## config.mk

```make
export PLATFORM = sky130hd
export DESIGN_NAME = countdown_timer_ctrl
export DESIGN_NICKNAME = d
export VERILOG_FILES = /design/src/rtl/countdown_timer_ctrl.sv
export SDC_FILE = /design/constraint.sdc
export NUM_CORES = 1
export LEC_CHECK = 0
export ABC_CLOCK_PERIOD_IN_PS = 2400
export CAP_MARGIN = 5
export CORE_MARGIN = 4
export CORE_UTILIZATION = 35
export DETAILED_ROUTE_END_ITERATION = 16
export DONT_BUFFER_PORTS = 1
export PLACE_DENSITY = 0.52
export SETUP_SLACK_MARGIN = 0.02
export SLEW_MARGIN = 5
export SYNTH_ARGS = -nofsm -noshare
export SYNTH_HDL_FRONTEND = slang
export SYNTH_SLANG_ARGS = --single-unit
```

## constraint.sdc

```tcl
create_clock -name clk -period 2.4 [get_ports clk]
set_input_delay 0.36 -clock clk [delete_from_list [all_inputs] [get_ports clk]]
set_output_delay 0.36 -clock clk [all_outputs]
set_load 0.1 [all_outputs]
```

## src/rtl/countdown_timer_ctrl.sv

```systemverilog
// Run/pause/clear controller for a 1 Hz countdown: a prescaler divides clk down to
// one tick per second and a seconds register counts down from a loaded value.
module countdown_timer_ctrl #(
  parameter int unsigned TICKS_PER_SEC = 100000000,
  parameter int unsigned SEC_W         = 8
) (
  input  logic             clk,
  input  logic             rst,
  input  logic             start,
  input  logic             pause,
  input  logic             clear,
  input  logic             load_en,
  input  logic [SEC_W-1:0] load_val,
  output logic [SEC_W-1:0] seconds,
  output logic             tick,
  output logic             running,
  output logic             done,
  output logic             alarm
);

  localparam int unsigned PW = (TICKS_PER_SEC > 1) ? $clog2(TICKS_PER_SEC) : 1;
  localparam logic [PW-1:0] PRE_MAX = PW'(TICKS_PER_SEC - 1);

  typedef enum logic [1:0] {IDLE, RUN, PAUSE, DONE} state_t;

  state_t           state, state_n;
  logic [PW-1:0]    pre, pre_n;
  logic [SEC_W-1:0] sec_n;
  logic             tick_n, done_n, wrap, last;

  always_comb begin
    state_n = state;
    pre_n   = pre;
    sec_n   = seconds;
    tick_n  = 1'b0;
    done_n  = 1'b0;
    wrap    = (state == RUN) && (pre == PRE_MAX);
    last    = (seconds == SEC_W'(1));
    if (clear) begin
      state_n = IDLE;
      sec_n   = '0;
      pre_n   = '0;
    end else begin
      unique case (state)
        IDLE: begin
          if (load_en) begin
            sec_n = load_val;
            pre_n = '0;
          end else if (!pause && start && (seconds != '0)) begin
            state_n = RUN;
            pre_n   = '0;
          end
        end
        RUN: begin
          pre_n = wrap ? '0 : pre + 1'b1;
          if (wrap) begin
            sec_n  = seconds - 1'b1;
            tick_n = 1'b1;
            if (last) begin
              state_n = DONE;
              done_n  = 1'b1;
            end
          end
          // A pause coinciding with the final wrap still lands in DONE.
          if (!load_en && pause && !(wrap && last)) state_n = PAUSE;
        end
        PAUSE: begin
          if (load_en) begin
            state_n = IDLE;
            sec_n   = load_val;
            pre_n   = '0;
          end else if (!pause && start) begin
            state_n = RUN;
          end
        end
        DONE: begin
          if (load_en) begin
            state_n = IDLE;
            sec_n   = load_val;
            pre_n   = '0;
          end
        end
        default: state_n = IDLE;
      endcase
    end
  end

  always_ff @(posedge clk) begin
    if (rst) begin
      state   <= IDLE;
      pre     <= '0;
      seconds <= '0;
      tick    <= 1'b0;
      done    <= 1'b0;
      running <= 1'b0;
      alarm   <= 1'b0;
    end else begin
      state   <= state_n;
      pre     <= pre_n;
      seconds <= sec_n;
      tick    <= tick_n;
      done    <= done_n;
      running <= (state_n == RUN);
      alarm   <= (state_n == DONE);
    end
  end

endmodule

```

Yosys cells after proc, flatten, opt, wreduce, memory -nomap -nowiden
Cells that the tools add are included.
- eq/ne operators: 11
- reduce and logical (&&, ||, !) cells: 18
- bitwise gates (word level): 2
- add/subtract/negate cells: 2
- mux-type cells: 20
- operators by type and width (operator ; number):
    2-to-1 mux 27 bit ; 4
    one-hot mux 27 bit (3 select lines) ; 1
    adder 27 x 1 -> 27 bit (second input constant) ; 1
    == test 27 bit (second input constant) ; 1
    2-to-1 mux 2 bit ; 9
    2-to-1 mux 8 bit ; 2
    one-hot mux 8 bit (2 select lines) ; 1
    == test 8 x 1 -> 1 bit (second input constant) ; 1
    one-hot mux 2 bit (4 select lines) ; 1
    nonzero test 8 bit ; 1
    subtractor 8 x 1 -> 8 bit (second input constant) ; 1
    == test 2 bit (second input constant) ; 3
    logical AND 1 bit ; 6
    OR reduction 3 bit ; 2
    == test 2 x 1 -> 1 bit (second input constant) ; 2
    != test 2 x 1 -> 1 bit (second input constant) ; 2
    AND reduction 2 bit ; 2
    OR reduction 2 bit ; 2
    OR reduction 4 bit ; 1
    zero test 1 bit ; 3
    != test 3 bit (second input constant) ; 1
    zero test 2 bit ; 1
    2-to-1 mux 1 bit ; 2
    != test 2 bit (second input constant) ; 1
    inverter 1 bit ; 2
- register bits: 41
- bits of input ports: 14
- output and inout port bits: 12

Logic depth before layout (Yosys ltp)
Gate-level depths: netlist (run 1).
- depth after elaboration: 9
- mapped depth: 8
- mapped depth without buffers: 7

Worst setup path before layout (run 1)
OpenSTA, ideal clock, no wires.
- path type: reg-to-reg
- from: register seconds[0]
- to: register pre[10]
- clock period less this slack: 2.988 ns
- stages on the path, launching flop included: 9
- path buffers: 1
- library setup time: 0.117 ns
- arrival time: 2.871 ns
- setup slack: -0.588 ns
- cells stage by stage: dfxtp_1 > inv_1 > ha_1 > nor3b_1 > a211o_1 > clkbuf_1 > a2111oi_0 > xnor2_1 > nor2_1
- cells in the longest elaborated chain, start to end: 4
- ends and longest elaborated chain (item ; RTL line ; text):
    start: declaration ; 14 ; output logic [SEC_W-1:0] seconds,
    start signal: assignment ; 100 ; seconds <= sec_n;
    nonzero test 8 bit ; 49 ; end else if (!pause && start && (seconds != '0)) begin
    logical AND 1 bit ; 49 ;
    != test 3 bit (no line) ; -- ;
    AND reduction 2 bit (no line) ; -- ;
    end signal: assignment ; 99 ; pre <= pre_n;
    end: declaration ; 27 ; logic [PW-1:0] pre, pre_n;
Every way passes these cells.
A chain may end at the register's enable or synchronous reset.

Worst setup path in the final report (run 1)
- from: register seconds[0]
- to: register pre[13]
Same word-level chain as after synthesis.

==> key figures, run 1 <==
Timing
  • Fin. Hold Viols: 0
  • Worst setup margin: 0.132 ns
  • Final TNS setup: 0 ns
  • Fin Clk Skew: 0.0141 ns
  • Final Setup Violations: 0
  • Tmin final: 2.27 ns
  • Rel. slew slack: 63.9%
  • Fmax: 441 MHz
  • Least-Margin Pin Slew: 0.541 ns
  • Final worst-path cycle share: 94.5%
  • Slew Limit Fails: 0
  • RSZ-0062 raised after global routing: false

Final layout
  • Area taken by multi-input logic gates: 1370 µm²
  • Post-route cell area: 2650 µm²
  • Layout cells sized above 1: 17.8%
  • Ant. Diodes: 0
  • FILL cells: 669
  • Sequential cell area: 836 µm²
  • Util after Layout: 41.7%
  • Layout Nets: 314
  • Area Growth Syn to Fin: 15.8%

Global route
  • Met3 Resource Use GR: 3.63%
  • Met2 GRT Util: 26.5%
  • GRT Max-Usage Layer: met2
  • Initial antenna violation count: 0
  • Number of global-route vias before repair: 2090
  • GRT Residual Overflow: 0
  • Global-route wire length before repair: 9940 µm
  • Total GRT Usage: 16.1%
  • Largest net degree at the start of global routing: 28
  • M1 GR Usage: 20.3%

Clocking
  • Clk slew on worst S/H paths: 0.09 ns
  • Root buf cell: clkbuf_8
  • Worst skew pair latency: 0.30 ns
  • H-Tree Depth: 2
  • CTS tree: yes
  • CTS max path bufs: 2
  • Post-CTS setup repair buffer count: 0
  • CTS sink cnt: 41
  • CTS Buf Count: 5

Power
  • Lkg Pwr: 0.000797 µW
  • Peak VDD IR: 0.000308 V
  • Pwr Density: 527 nW/µm²

Logic synthesis
  • Synth area leader: dfxtp_1
  • Post-synthesis sequential area ratio: 35.9%
  • Post-Syn Nets: 294
  • Top post-synthesis cells by area: dfxtp_1 36%, a21oi_1 5.3%, nor2_1 5.3%
  • Post-synth top area share: 35.9%
  • Flops & latches, synth: 41
  • Post-Synthesis Cells: 277
  • Top-count cell post-synth: dfxtp_1
  • Syn Area/Cell: 8.26 µm²
  • Ys async rst share: 0%
  • Primary FF master, synth: dfxtp_1
  • Post-synth EDFFs: 0
  • Cell variety after synth: 53
  • YS warnings: 0
  • Post-synthesis cell area: 2290 µm²
  • Top cells by count, synth: 41 x dfxtp_1, 32 x nor2_1, 24 x a21oi_1, 18 x nand2_1, 13 x nand3_1

Worst setup path
  • CP Capture Type: register
  • Flop2flop setup slack: 0.13 ns
  • Worst EP required: 2.62 ns
  • CP Class: register to register
  • Crit path DAT: 2.49 ns
  • Crit Path Max Fanout: 14
  • Startpoint class of the critical path: register

Placement
  • IO buf count: 0
  • Routability congestion estimate: 0.841
  • Placed cell area: 2530 µm²
  • Dpl ws: 0.188 ns
  • HPWL after DPL: 4420 µm

Floorplanning
  • Initial core utilization: 36.0%
  • Chip Width: 88.8 µm
  • Die H: 88.8 µm
  • Core ar.: 6350 µm²
  • FP Rows: 29
  • Full die area: 7890 µm²
  • I/O pin total: 26

Min path
  • Hold crit path type: input pin to register

Run status
  • Status: completed

Detailed routing
  • Drt wl/cell: 15.8 µm
  • Overall routed net length: 5920 µm
  • DR pass1 iterations: 4
  • Vias per inst: 5.80
  • Vias: 2175
  • Final antenna-violating net count: 0
  • Initial drt markers: 80
  • Count of unresolved DRC violations after routing: 0

Flow run
  • Max-Cap Viols: 0
==> per-stage QoR <==
stage | std cells | hold WS, ns | power [µW]
floorplan | 277 | 0.432 | 813
global placement | 367 | 0.434 | 855
detailed placement | 367 | 0.437 | 854
CTS | 375 | 0.111 | 1420
global route | 375 | 0.110 | 1460
finish | 375 | 0.119 | 1400
==> cell usage in the layout (no fill, tap or decap), types with 3 or more instances in the layout <==
master     count
dfxtp_1       33
nor2_1        32
a21oi_1       24
buf_4         24
nand2_1       18
nand3_1       13
inv_1         11
xnor2_1       11
or4_1          9
a211oi_1       8
nand4_1        7
nor3_1         7
o31ai_1        7
o21ai_0        6
a31oi_1        6
dfxtp_2        6
nor4_1         5
clkbuf_8       5
o211ai_1       4
a2111oi_1      4
nand2b_1       3
a21o_1         3
nor3b_1        3
and4_1         3
xor2_1         3
ha_1           3
==> layer usage <==
| layer | part of all wire (%) | up-vias |
|---|---|---|
| li1 | - | 1090 |
| met1 | 46 | 1028 |
| met2 | 46 | 45 |
| met3 | 5.9 | 12 |
| met4 | 2.0 | 0 |
| met5 | 0 | - |
==> final timing paths <==
path | startpoint | to | depth (start not counted)
max | seconds[0] | pre[13] | 7
min | rst | state[1] | 1
max reg2reg | seconds[0] | pre[13] | 7
min reg2reg | pre[1] | pre[1] | 2
==> cells by family (layout without fill, tap and decap cells) <==
| logic type | after synthesis | after routing | share of synthesized area, % |
|---|---|---|---|
| AO/OA/AOI/OAI | 77 | 77 | 23.4 |
| XOR/XNOR | 14 | 14 | 5.36 |
| adder cells (fa/ha/maj) | 3 | 3 | 1.64 |
| buffers and inverters | 23 | 44 | 4.98 |
| flip-flops | 41 | 41 | 35.9 |
| AND/OR/NAND/NOR | 119 | 119 | 28.7 |
==> sequential cells by signal, indices dropped and copies added, names as in the netlist <==
| register | cells |
|---|---|
| pre | 27 |
| seconds | 8 |
| state | 2 |
| alarm | 1 |
| done | 1 |
| running | 1 |
| tick | 1 |
==> final cells by class <==
class	count	share of cell area (%)
Tap cell	77	3.64
Sequential cell	41	31.6
Multi-Input combinational cell	213	51.6
Clock inverter	2	1.32
Clock buffer	6	2.74
Inverter	11	1.56
Timing Repair Buffer	25	7.56
==> power by group <==
group | internal [µW] | leakage (µW) | switching [µW] | total, µW
Combinational | 45.7 | 0.000407 | 102 | 148
Clock | 309 | 0.0000552 | 249 | 558
Sequential | 685 | 0.000335 | 4.24 | 690
Total | 1040 | 0.000797 | 355 | 1400
==> critical path, stage by stage, from the launching register on <==
cell and delay, ns:
dfxtp_4 0.35, inv_1 0.06, ha_1 0.21, nor3b_1 0.15, a211o_1 0.40, a21o_1 0.38
or4_1 0.46, a21oi_1 0.17
==> timing repair <==
action | in CTS | in global routing
setup endpoints to repair | 0 | 3
gates resized for setup | 0 | 2
hold buffers | 0 | 0
Power figures use the tool's default switching activity.
==> run 2, diff against run 1 <==
Settings changed: CELL_PAD_IN_SITES_DETAIL_PLACEMENT set to 2, CELL_PAD_IN_SITES_GLOBAL_PLACEMENT set to 2, PLACE_DENSITY 0.52 to 0.77.
==> run 2 against run 1 <==
- sequential share of layout area about the same
- worst setup slack worse by 0.0094 ns
- maximum frequency is 0.41% lower
- cell area decreased by 0.14%
- cell count grew 0.53%
- clock power decreased by 18%
- global-route usage rose by 3.9 points
- critical path depth increased by 1
- clock skew hardly changed
- count of clock-buffer cells in the layout unchanged
- die area unchanged
- largest power group unchanged
==> key figures, run 2 (synthesis gave the netlist of run 1 again) <==
Timing
  • Final worst-path cycle share: 94.9%
  • Final TNS setup: 0 ns
  • Fmax: 439 MHz
  • Fin Clk Skew: 0.0145 ns
  • Rel. slew slack: 63.2%
  • Least-Margin Pin Slew: 0.538 ns
  • Hold Worst Slack: 0.121 ns
  • Tmin final: 2.28 ns
  • RSZ-0062 raised after global routing: false
  • Slew Limit Fails: 0
  • Worst setup margin: 0.123 ns
  • Fin. Hold Viols: 0
  • Final Setup Violations: 0

Floorplanning
  • Full die area: 7890 µm²
  • Core ar.: 6350 µm²
  • Initial core utilization: 36.0%
  • Chip Width: 88.8 µm
  • FP Rows: 29
  • I/O pin total: 26
  • Die H: 88.8 µm

Final layout
  • FILL cells: 749
  • Area taken by multi-input logic gates: 1370 µm²
  • Commonest non-fill, non-tap cells in the layout: 33 x dfxtp_1, 32 x nor2_1, 26 x buf_4, 24 x a21oi_1, 18 x nand2_1
  • Layout cells sized above 1: 18.7%
  • Reg with most FFs: pre
  • Ant. Diodes: 0
  • Max reg flops: 27
  • Non-Filler Instances: 377
  • Layout Nets: 316
  • Sequential cell area: 836 µm²
  • Commonest non-fill, non-tap cell in the layout: dfxtp_1
  • Regs by FF count: pre x27, seconds x8, state x2
  • Area Growth Syn to Fin: 15.6%

Worst setup path
  • CP Capture Type: register
  • Cell breakdown of the critical path: inv_1 -> ha_1 -> nor3b_1 -> a211o_1 -> buf_4 -> a2111oi_0 -> xnor2_1 -> nor2_1
  • CP Class: register to register
  • Worst EP required: 2.59 ns
  • Slowest cell on the critical path: a2111oi_0
  • Largest stage delay on the critical path: 0.55 ns
  • Crit path DAT: 2.46 ns
  • Crit Path Max Fanout: 7
  • Startpoint class of the critical path: register

Min path
  • Hold crit path type: input pin to register

Placement
  • Dpl ws: 0.0680 ns
  • Placed Cells: 369
  • Routability congestion estimate: 0.788
  • HPWL after DPL: 5570 µm
  • IO buf count: 0

Clocking
  • H-Tree Depth: 2
  • Clk slew on worst S/H paths: 0.09 ns
  • CTS sink cnt: 41
  • CTS tree: yes
  • CTS Buf Count: 5
  • Worst skew pair latency: 0.30 ns
  • Root buf cell: clkbuf_8
  • CTS max path bufs: 2

Run status
  • Status: completed

Detailed routing
  • Count of unresolved DRC violations after routing: 0
  • Vias per inst: 5.91
  • Initial drt markers: 70
  • Final antenna-violating net count: 0
  • DR pass1 iterations: 4
  • Overall routed net length: 7370 µm
  • Vias: 2228
  • Drt wl/cell: 19.5 µm

Global route
  • Total GRT Usage: 20.0%
  • Initial antenna violation count: 0
  • Largest net degree at the start of global routing: 28
  • GRT Residual Overflow: 0
  • Number of global-route vias before repair: 2433
  • Global-route wire length before repair: 12200 µm

Power
  • Clk pwr share: 34.9%
  • Pwr Density: 493 nW/µm²
  • Internal: 935 µW
  • Pwr Total: 1300 µW
  • Peak VDD IR: 0.000225 V
  • Lkg Pwr: 0.000797 µW
  • Sequential share of power: 53.0%
  • Logic pwr share: 12.2%
  • Sw power: 369 µW
  • Sw Ratio: 28.3%

Flow run
  • Max-Cap Viols: 0
## run 2: changes by cell type in the layout (fill, tap and decap cells not counted)
cell,previous run,this run
buf_4,24,26
bufinv_16,1,0
clkinv_2,1,2
nor4_1,5,4
nor4_2,0,1
## run 2: layout make-up
| cell class | instances | area share (%) |
|---|---|---|
| multi-input combinational | 213 | 51.9 |
| clock inverter | 2 | 0.379 |
| timing repair buffer | 27 | 8.14 |
| tap | 77 | 3.64 |
| inverter | 11 | 1.56 |
| sequential | 41 | 31.6 |
| clock buffer | 6 | 2.74 |
## run 2: what timing repair did
item,4_1_cts,5_1_grt
resized for setup,0,3
buffers inserted,0,0
hold buffers,0,0
endpoints found under the setup margin,0,26
## run 2: stage by stage
step	cell area (µm²)	utilization, %
global route	2640	41.6
floorplan	2310	-
global placement	2550	40.1
detailed placement	2550	40.1
finish	2640	41.6
CTS	2630	41.4
## run 2: metal layers
| layer | vias to the layer above | wire, µm | track usage, % |
|---|---|---|---|
| met5 | - | 0 | 0 |
| met4 | 0 | 102 | 5.36 |
| met3 | 11 | 224 | 3.35 |
| met2 | 25 | 3800 | 36.2 |
| met1 | 1101 | 3240 | 24.2 |
| li1 | 1091 | - | - |
## run 2: worst paths after layout
kind         slack [ns]       start  cells after the start        to
min                0.12         rst                      1  state[1]
min reg2reg        0.50      pre[1]                      2    pre[1]
max                0.12  seconds[0]                      8    pre[9]
max reg2reg        0.12  seconds[0]                      8    pre[9]
## run 2: worst max-delay path: cells and delay by family (launching register included)
kind / cells / cell delay (ns)
AOI/OAI and AO/OA: 2 / 0.91
xor gates and xnor gates: 1 / 0.19
adders and majority gates: 1 / 0.21
buffers and inverters: 2 / 0.26
DFF: 1 / 0.36
and+or+nand+nor: 2 / 0.23
## run 2: power by group through the flow
stage                     Clock, µW  Combinational, µW  Sequential [µW]
after floorplan                   0               67.6              746
after global placement            0                153              706
after detailed placement          0                158              706
after CTS                       470                159              690
after global routing            501                171              691
final                           455                158              690
